===== config.mk =====
export PLATFORM = sky130hd
export DESIGN_NAME = song_sequencer_flat
export DESIGN_NICKNAME = d
export VERILOG_FILES = /design/src/rtl/ddr_pkg.sv /design/src/rtl/song_sequencer_if.sv /design/src/rtl/beat_divider.sv /design/src/rtl/song_sequencer.sv /design/src/flat_wrapper.sv
export SDC_FILE = /design/constraint.sdc
export NUM_CORES = 1
export LEC_CHECK = 0
export CELL_PAD_IN_SITES_DETAIL_PLACEMENT = 1
export CELL_PAD_IN_SITES_GLOBAL_PLACEMENT = 1
export CORE_MARGIN = 2
export CORE_UTILIZATION = 35
export CTS_CLUSTER_SIZE = 24
export DETAILED_ROUTE_END_ITERATION = 10
export GPL_TIMING_DRIVEN = 0
export PLACE_DENSITY = 0.67
export SLEW_MARGIN = 20
export SYNTH_ARGS = -nofsm -noshare
export SYNTH_HDL_FRONTEND = slang
export SYNTH_SLANG_ARGS = --single-unit

===== constraint.sdc =====
create_clock -name clk -period 5.3 [get_ports clk]
set_input_delay 1.06 -clock clk [delete_from_list [all_inputs] [get_ports clk]]
set_output_delay 1.06 -clock clk [all_outputs]
set_load 0.05 [all_outputs]

===== src/rtl/ddr_pkg.sv =====
// Shared types and constants for the song sequencer slice.
// Beat timing floor and lead-in depth live here so divider and FSM agree.
package ddr_pkg;

  typedef enum logic [2:0] {
    S_IDLE,
    S_LEAD_IN,
    S_PLAY,
    S_DRAIN,
    S_DONE
  } seq_state_t;

  localparam int MIN_PERIOD         = 4;
  localparam int LEAD_BEATS_DEFAULT = 8;

  function automatic logic is_active(input seq_state_t s);
    return (s == S_LEAD_IN) || (s == S_PLAY) || (s == S_DRAIN);
  endfunction

endpackage


===== src/rtl/song_sequencer_if.sv =====
// Control, pattern-ROM and step-output bundle between a host and song_sequencer.
interface song_sequencer_if #(
  parameter int ADDR_W = 8,
  parameter int PER_W  = 20
);
  logic              start;
  logic              abort;
  logic              pause;
  logic [PER_W-1:0]  bpmPeriod;
  logic [ADDR_W-1:0] songLen;
  logic [ADDR_W-1:0] romAddr;
  logic [3:0]        romData;
  logic              stepEn;
  logic [3:0]        step;
  logic              playing;
  logic              done;
  logic [ADDR_W-1:0] beatIdx;

  modport master (
    output start, abort, pause, bpmPeriod, songLen, romData,
    input  romAddr, stepEn, step, playing, done, beatIdx
  );

  modport slave (
    input  start, abort, pause, bpmPeriod, songLen, romData,
    output romAddr, stepEn, step, playing, done, beatIdx
  );

endinterface


===== src/rtl/beat_divider.sv =====
// Beat pacer: counts 0..P-1 and emits a one-cycle tick on P-1; P re-latched only at beat boundaries.
// tick is combinational from the count; run low (pause/idle) freezes the count and suppresses tick.
module beat_divider
  import ddr_pkg::*;
#(
  parameter int PER_W = 20
) (
  input  logic             clk,
  input  logic             reset,
  input  logic             load,
  input  logic             run,
  input  logic [PER_W-1:0] period,
  output logic             tick
);

  localparam logic [PER_W-1:0] MIN_P = PER_W'(MIN_PERIOD);

  logic [PER_W-1:0] per_q;
  logic [PER_W-1:0] cnt;
  logic [PER_W-1:0] per_clamped;
  logic             at_end;

  // Short periods would let a beat outrun the two-cycle ROM prefetch.
  assign per_clamped = (period < MIN_P) ? MIN_P : period;
  assign at_end      = (cnt == per_q - PER_W'(1));
  assign tick        = run && at_end;

  always_ff @(posedge clk or negedge reset) begin
    if (!reset) begin
      cnt   <= '0;
      per_q <= MIN_P;
    end else if (load || tick) begin
      cnt   <= '0;
      per_q <= per_clamped;
    end else if (run) begin
      cnt   <= cnt + PER_W'(1);
    end
  end

endmodule


===== src/rtl/song_sequencer.sv =====
// Song sequencer: lead-in, ROM-driven body and drain beats, one stepEn pulse per beat.
// stepEn/step are combinational on the beat cycle; pause freezes everything, abort returns to IDLE.
module song_sequencer
  import ddr_pkg::*;
#(
  parameter int ADDR_W     = 8,
  parameter int PER_W      = 20,
  parameter int LEAD_BEATS = LEAD_BEATS_DEFAULT
) (
  input  logic                 clk,
  input  logic                 reset,
  song_sequencer_if.slave      bus
);

  localparam int LW = $clog2(LEAD_BEATS + 1);

  seq_state_t        state;
  seq_state_t        state_nxt;
  logic              tick;
  logic              load;
  logic              run;
  logic              active;
  logic              lead_last;
  logic              body_last;
  logic [LW-1:0]     lead_cnt;
  logic [ADDR_W-1:0] len_q;
  logic [ADDR_W-1:0] rom_addr;
  logic [ADDR_W-1:0] beat_idx;
  logic [3:0]        data_q;

  assign active    = is_active(state);
  assign load      = bus.start && !bus.abort && ((state == S_IDLE) || (state == S_DONE));
  assign run       = active && !bus.pause && !bus.abort;
  assign lead_last = (lead_cnt == LW'(LEAD_BEATS - 1));
  assign body_last = ((beat_idx + ADDR_W'(1)) == len_q);

  beat_divider #(.PER_W(PER_W)) u_div (
    .clk    (clk),
    .reset  (reset),
    .load   (load),
    .run    (run),
    .period (bus.bpmPeriod),
    .tick   (tick)
  );

  always_ff @(posedge clk or negedge reset) begin
    if (!reset) state <= S_IDLE;
    else        state <= state_nxt;
  end

  always_comb begin
    state_nxt = state;
    if (bus.abort) begin
      state_nxt = S_IDLE;
    end else begin
      case (state)
        S_IDLE, S_DONE: if (bus.start) state_nxt = S_LEAD_IN;
        S_LEAD_IN:      if (tick && lead_last) state_nxt = (len_q == '0) ? S_DRAIN : S_PLAY;
        S_PLAY:         if (tick && body_last) state_nxt = S_DRAIN;
        S_DRAIN:        if (tick && lead_last) state_nxt = S_DONE;
        default:        state_nxt = S_IDLE;
      endcase
    end
  end

  always_comb begin
    bus.stepEn  = tick;
    bus.step    = (tick && (state == S_PLAY)) ? data_q : 4'd0;
    bus.playing = active;
    bus.done    = (state == S_DONE);
    bus.romAddr = rom_addr;
    bus.beatIdx = beat_idx;
  end

  // Address moves right after a PLAY beat; data_q holds its pattern two cycles later.
  always_ff @(posedge clk or negedge reset) begin
    if (!reset) begin
      lead_cnt <= '0;
      len_q    <= '0;
      rom_addr <= '0;
      beat_idx <= '0;
      data_q   <= '0;
    end else begin
      data_q <= bus.romData;
      if (load) begin
        lead_cnt <= '0;
        beat_idx <= '0;
        rom_addr <= '0;
        len_q    <= bus.songLen;
      end else if (tick) begin
        case (state)
          S_LEAD_IN, S_DRAIN: lead_cnt <= lead_last ? '0 : lead_cnt + LW'(1);
          S_PLAY: begin
            beat_idx <= beat_idx + ADDR_W'(1);
            rom_addr <= rom_addr + ADDR_W'(1);
          end
          default: ;
        endcase
      end
    end
  end

endmodule


===== src/flat_wrapper.sv =====
// flat-port wrapper written by rule: the top's interface ports become plain ports
module song_sequencer_flat import ddr_pkg::*;
#(
  parameter int ADDR_W     = 8,
  parameter int PER_W      = 20,
  parameter int LEAD_BEATS = LEAD_BEATS_DEFAULT
)
  (clk, reset, bus_start, bus_abort, bus_pause, bus_bpmPeriod, bus_songLen, bus_romData, bus_romAddr, bus_stepEn, bus_step, bus_playing, bus_done, bus_beatIdx);
  song_sequencer_if #(.ADDR_W(ADDR_W), .PER_W(PER_W)) bus_i ();
  input  logic clk;
  input  logic reset;
  input wire logic [$bits(bus_i.start)-1:0] bus_start;
  input wire logic [$bits(bus_i.abort)-1:0] bus_abort;
  input wire logic [$bits(bus_i.pause)-1:0] bus_pause;
  input wire logic [$bits(bus_i.bpmPeriod)-1:0] bus_bpmPeriod;
  input wire logic [$bits(bus_i.songLen)-1:0] bus_songLen;
  input wire logic [$bits(bus_i.romData)-1:0] bus_romData;
  output wire logic [$bits(bus_i.romAddr)-1:0] bus_romAddr;
  output wire logic [$bits(bus_i.stepEn)-1:0] bus_stepEn;
  output wire logic [$bits(bus_i.step)-1:0] bus_step;
  output wire logic [$bits(bus_i.playing)-1:0] bus_playing;
  output wire logic [$bits(bus_i.done)-1:0] bus_done;
  output wire logic [$bits(bus_i.beatIdx)-1:0] bus_beatIdx;
  assign bus_i.start = bus_start;
  assign bus_i.abort = bus_abort;
  assign bus_i.pause = bus_pause;
  assign bus_i.bpmPeriod = bus_bpmPeriod;
  assign bus_i.songLen = bus_songLen;
  assign bus_i.romData = bus_romData;
  assign bus_romAddr = bus_i.romAddr;
  assign bus_stepEn = bus_i.stepEn;
  assign bus_step = bus_i.step;
  assign bus_playing = bus_i.playing;
  assign bus_done = bus_i.done;
  assign bus_beatIdx = bus_i.beatIdx;
  song_sequencer #(.ADDR_W(ADDR_W), .PER_W(PER_W), .LEAD_BEATS(LEAD_BEATS)) u_core (.clk(clk), .reset(reset), .bus(bus_i));
endmodule

; ---- Word-level counts from Yosys, hierarchy flattened
; Cells that the tools add are included.
[totals]
ff_bits = 75
output_inout_bits = 23
[classes]
n_addsub = 5
magnitude_cmp = 1
eq_ne = 11
n_mux = 21
reduce_logical = 25
[op_table]
columns = cell, count
row1 = $mux W20, 3
row2 = $mux W8, 6
row3 = $add A20 B1 Y20 const B, 1
row4 = $eq A20 B20 Y1, 1
row5 = $lt A20 B3 Y1 const B, 1
row6 = $mux W4, 5
row7 = $sub A20 B1 Y20 const B, 1
row8 = $add A8 B1 Y8 const B, 2
row9 = $mux W3, 5
row10 = $ne A3 B3 Y1 const B, 4
row11 = $pmux W3 S4, 1
row12 = $eq A8 B8 Y1, 1
row13 = $logic_and A1 B1 Y1, 8
row14 = $logic_not A8 Y1, 1
row15 = $reduce_bool A2 Y1, 4
row16 = $eq A3 B2 Y1 const B, 2
row17 = $add A4 B1 Y4 const B, 1
row18 = $eq A4 B3 Y1 const B, 1
row19 = $logic_or A1 B1 Y1, 4
row20 = $reduce_and A2 Y1, 2
row21 = $reduce_and A4 Y1, 1
row22 = $reduce_or A2 Y1, 2
row23 = $eq A3 B1 Y1 const B, 1
row24 = $eq A3 B3 Y1 const B, 1
row25 = other kinds (3), 4

; ---- Longest topological paths before layout
[logic_depth]
ltp_word = 10
depth_mapped = 12

; ---- Modules after synthesis
; Synthesis repeated with hierarchy kept, for this count alone.
[hier_totals]
cells_unflattened = 451
hier_area_um2 = 4307.9
[by_module_without_submodules]
columns = mod, instances, cells_per_inst, area_each_um2, seq_area_each_um2
row1 = beat_divider, 1, 251, 2482.4, 1002.2
row2 = song_sequencer, 1, 200, 1825.5, 875.8

; ---- Worst setup path before layout
; No wires, ideal clock.
[synth_path]
path_type = in2out
start = input bus_abort
end = output bus_stepEn
arrival_ps = 3250
required_ps = 4240
path_slack_ps = 990
path_stages = 5
path_buffers = 0
cell_sequence = or4_1 -> a2111oi_0 -> nand4bb_1 -> a211o_1 -> nor2b_1
[synth_via]
elab_chain_len = 3
[synth_rtl]
columns = item, line
row1 = start: declaration, flat_wrapper.sv:13  ; input wire logic [$bits(bus_i.abort)-1:0] bus_abort;
row2 = $logic_not A1 Y1, song_sequencer.sv:33  ; assign run = active && !bus.pause && !bus.abort;
row3 = $logic_and A1 B1 Y1, song_sequencer.sv:33
row4 = $logic_and A1 B1 Y1, beat_divider.sv:26  ; assign tick = run && at_end;
row5 = end: declaration, flat_wrapper.sv:19  ; output wire logic [$bits(bus_i.stepEn)-1:0] bus_stepEn;
; Every way passes these cells.

; ---- Worst setup path after layout
[layout_path]
start = input bus_abort
end = output bus_step[0]
[layout_via]
elab_chain_len = 5
[layout_rtl]
columns = item, line
row1 = $logic_not A1 Y1, song_sequencer.sv:33
row2 = $logic_and A1 B1 Y1, song_sequencer.sv:33
row3 = $logic_and A1 B1 Y1, beat_divider.sv:26
row4 = $logic_and A1 B1 Y1, song_sequencer.sv:68  ; bus.step = (tick && (state == S_PLAY)) ? data_q : 4'd0;
row5 = $mux W4, song_sequencer.sv:68
row6 = end: declaration, flat_wrapper.sv:20  ; output wire logic [$bits(bus_i.step)-1:0] bus_step;
; Every way passes these cells.

==> results.yml <==
critical_path:
  end_kind: "output pin"
  cp.arrival_ns: 3.92
  max_stage_delay_ns: 0.66
  worstPathRequired_ns: 4.24
  cp_slowest_cell: "or4_1"
  critical_path_buf_inv_count: 2
  cp_max_fo: 7
  worstPathCellList: "clkdlybuf4s50_1 > or4_1 > a2111oi_2 > nand4bb_1 > a211o_1 > nor2_1 > and2_1 > clkbuf_2"
  startpoint_type: "primary input"
  cp_top_family: "simple AND/OR/NAND/NOR gates"
  critPathKind: "primary input to output pin"
synthesis:
  synth_cells: 468
  async_reset_ff_frac: 1.00
  synth_edf_count: 0
  synth_top_area_cell: "dfrtp_1"
  synth_flop_cell: "dfrtp_1"
  avgSynthCellArea_um2: 9.58
  seq_area_frac_synth: 0.419
  synth_cell_types: 66
  yosys.area.top_type_share: 0.413
  netlist_area_um2: 4480
  synth_warnings: 0
  synth_seq_cells: 75
  ys_top_cells_by_area: "dfrtp_1 41%, xor2_1 5.9%, xnor2_1 4.9%, nand2_1 4.5%, mux2_2 3.8%"
  syn-num-nets: 510
route:
  drt.antenna.violating_nets: 0
  wl_per_cell_um: 17.3
  vias_per_cell: 5.32
  dr_total_vias: 3806
  drtIter0Drc: 138
  drc: 0
  routed_wl_mm: 12.4
  drt_pass1_iterations: 4
floorplan:
  dieArea_um2: 13700
  die_y_um: 117
  initial_utilization: 0.357
  ios: 60
  die_w_um: 117
  std_cell_rows: 41
  fp.coreArea_um2: 12600
place:
  globalplace.congestion: 0.795
  placed_area_um2: 5320
  portBuffers: 59
  dp_hpwl_mm: 9.33
layout:
  syn_to_final_growth_pct: 26.3
  diodes: 0
  design_area_um2: 5670
  drive_gt1_frac: 0.134
  fin_nets: 581
  layout_common_cells: "74 x dfrtp_1, 54 x nand2_1, 53 x clkdlybuf4s50_1, 39 x nor2_1, 30 x xor2_1"
  final_common_cell: "dfrtp_1"
clock_tree:
  clk_path_buf_depth: 2
  cts_tree: "built"
  clock_latency_ns: 0.35
  clock-sinks: 75
  cts-htree-levels: 3
  cts_buffers: 9
  cts-root-buf: "clkbuf_16"
  cts_setup_buffers: 0
  cts.clk_slew.worst_paths_ns: 0.06
  cts_hold_buf: 0
timing:
  post-route-period-util: 0.939
  worst_slew_pin_slew_ns: 0.774
  finalSetupViolCount: 0
  rsz0062_at_grt: "false"
  final_hold_viol_count: 0
  tns_ns: 0
  slew_violations: 0
  holdWs_ns: 0.543
  slew_headroom: 0.479
  fmax_mhz: 201
  fin_skew_ns: 0.00848
  min_period_ns: 4.98
global_routing:
  grt_pass1_vias: 4079
  antenna_found_initial: 0
  grt_max_degree: 44
  grt_pass1_wl_mm: 20.3
  grt-ovfl-total: 0
  grt_use_total: 0.196
power:
  p_leak_nw: 2.42
  p_per_area_nw_per_um2: 306
  ir_drop_v: 0.000155
  finalPower_mw: 1.74
outcome:
  outcome: "complete, no violations"
worst_hold_path:
  hold_path.class: "flop to flop"
job:
  cap_violations: 0
==> path summary, 6_finish.rpt <==
check	cells after the start	to	start	slack, ns
max in group asynchronous	2	u_core.u_div.per_q[2]	reset	4.00
min	1	u_core.u_div.per_q[19]	u_core.u_div.per_q[19]	0.54
min in group asynchronous	1	u_core.u_div.cnt[16]	reset	0.67
max reg2reg	11	u_core.u_div.per_q[6]	u_core.u_div.per_q[0]	1.73
max	8	bus_step[0]	bus_abort	0.32
min reg2reg	1	u_core.u_div.per_q[19]	u_core.u_div.per_q[19]	0.54
==> worst reg2reg max path, stage by stage (launching register included) <==
cell,delay [ns]
dfrtp_1,0.42
inv_1,0.10
ha_1,0.23
or4b_4,0.53
nor4_2,0.32
a31oi_1,0.11
or2_4,0.29
nor4_4,0.47
nand2_1,0.19
nand2_1,0.18
buf_4,0.24
mux2_2,0.36
==> cell usage after synthesis, types with 9 or more instances <==
library cell	n
xor2_1	30
mux2_2	15
nor2_1	39
and3_1	10
or4_1	10
a21oi_1	16
nand4_1	11
inv_1	9
dfrtp_1	74
o21ai_0	14
nor4_1	14
nor3_1	12
nand2_1	54
nand3_1	17
xnor2_1	25
==> per-layer routing <==
layer,wire [um],vias up,global-route usage
met4,155,0,0.0604
met1,5780,1927,0.260
met5,0,-,0
li1,-,1811,-
met3,617,8,0.0541
met2,5850,60,0.313
==> metrics by stage <==
stage / utilization / setup WS [ns] / instances
after floorplan: - / 0.990 / 468
after global routing: 0.451 / 0.176 / 716
after global placement: 0.421 / -0.667 / 699
after detailed placement: 0.423 / -0.668 / 700
final: 0.451 / 0.321 / 716
after CTS: 0.452 / 0.0163 / 716
==> power breakdown <==
group / internal [mW] / switching [mW]
combinational: 0.145 / 0.161
sequential: 0.622 / 0.0654
clock: 0.498 / 0.245
total: 1.26 / 0.471
==> flip-flops by register name, summed over array words and instances (netlist names) <==
name / flops
u_core.len_q: 8
u_core.bus.romAddr: 8
u_core.u_div.cnt: 20
u_core.u_div.per_q: 20
u_core.bus.beatIdx: 8
u_core.state: 3
u_core.data_q: 4
u_core.lead_cnt: 4
==> area by class of cell <==
| class | instances | area (um^2) |
|---|---|---|
| buffer | 18 | 115 |
| clock buffer | 12 | 267 |
| clock inverter | 4 | 95.1 |
| fill | 1456 | 6900 |
| inverter | 9 | 33.8 |
| multi-input combinational | 366 | 2460 |
| sequential | 75 | 1880 |
| tap | 172 | 215 |
| timing repair buffer | 60 | 598 |
==> cell families (layout without fill, tap and decap cells) <==
logic type / Yosys count / after routing / synth area share
simple gates: 217 / 217 / 0.269
fa+ha+maj: 5 / 5 / 0.0140
mux: 26 / 26 / 0.0633
xor+xnor: 55 / 55 / 0.107
flops: 75 / 75 / 0.419
compound gates: 63 / 63 / 0.0940
buf+inv: 27 / 103 / 0.0332
==> what timing repair did <==
| item | in CTS | in global routing |
|---|---|---|
| endpoints found under the setup margin | 5 | 5 |
| gates resized for setup | 6 | 9 |
| pin swaps | 0 | 0 |
No activity file was read; power rests on OpenSTA's default activity.
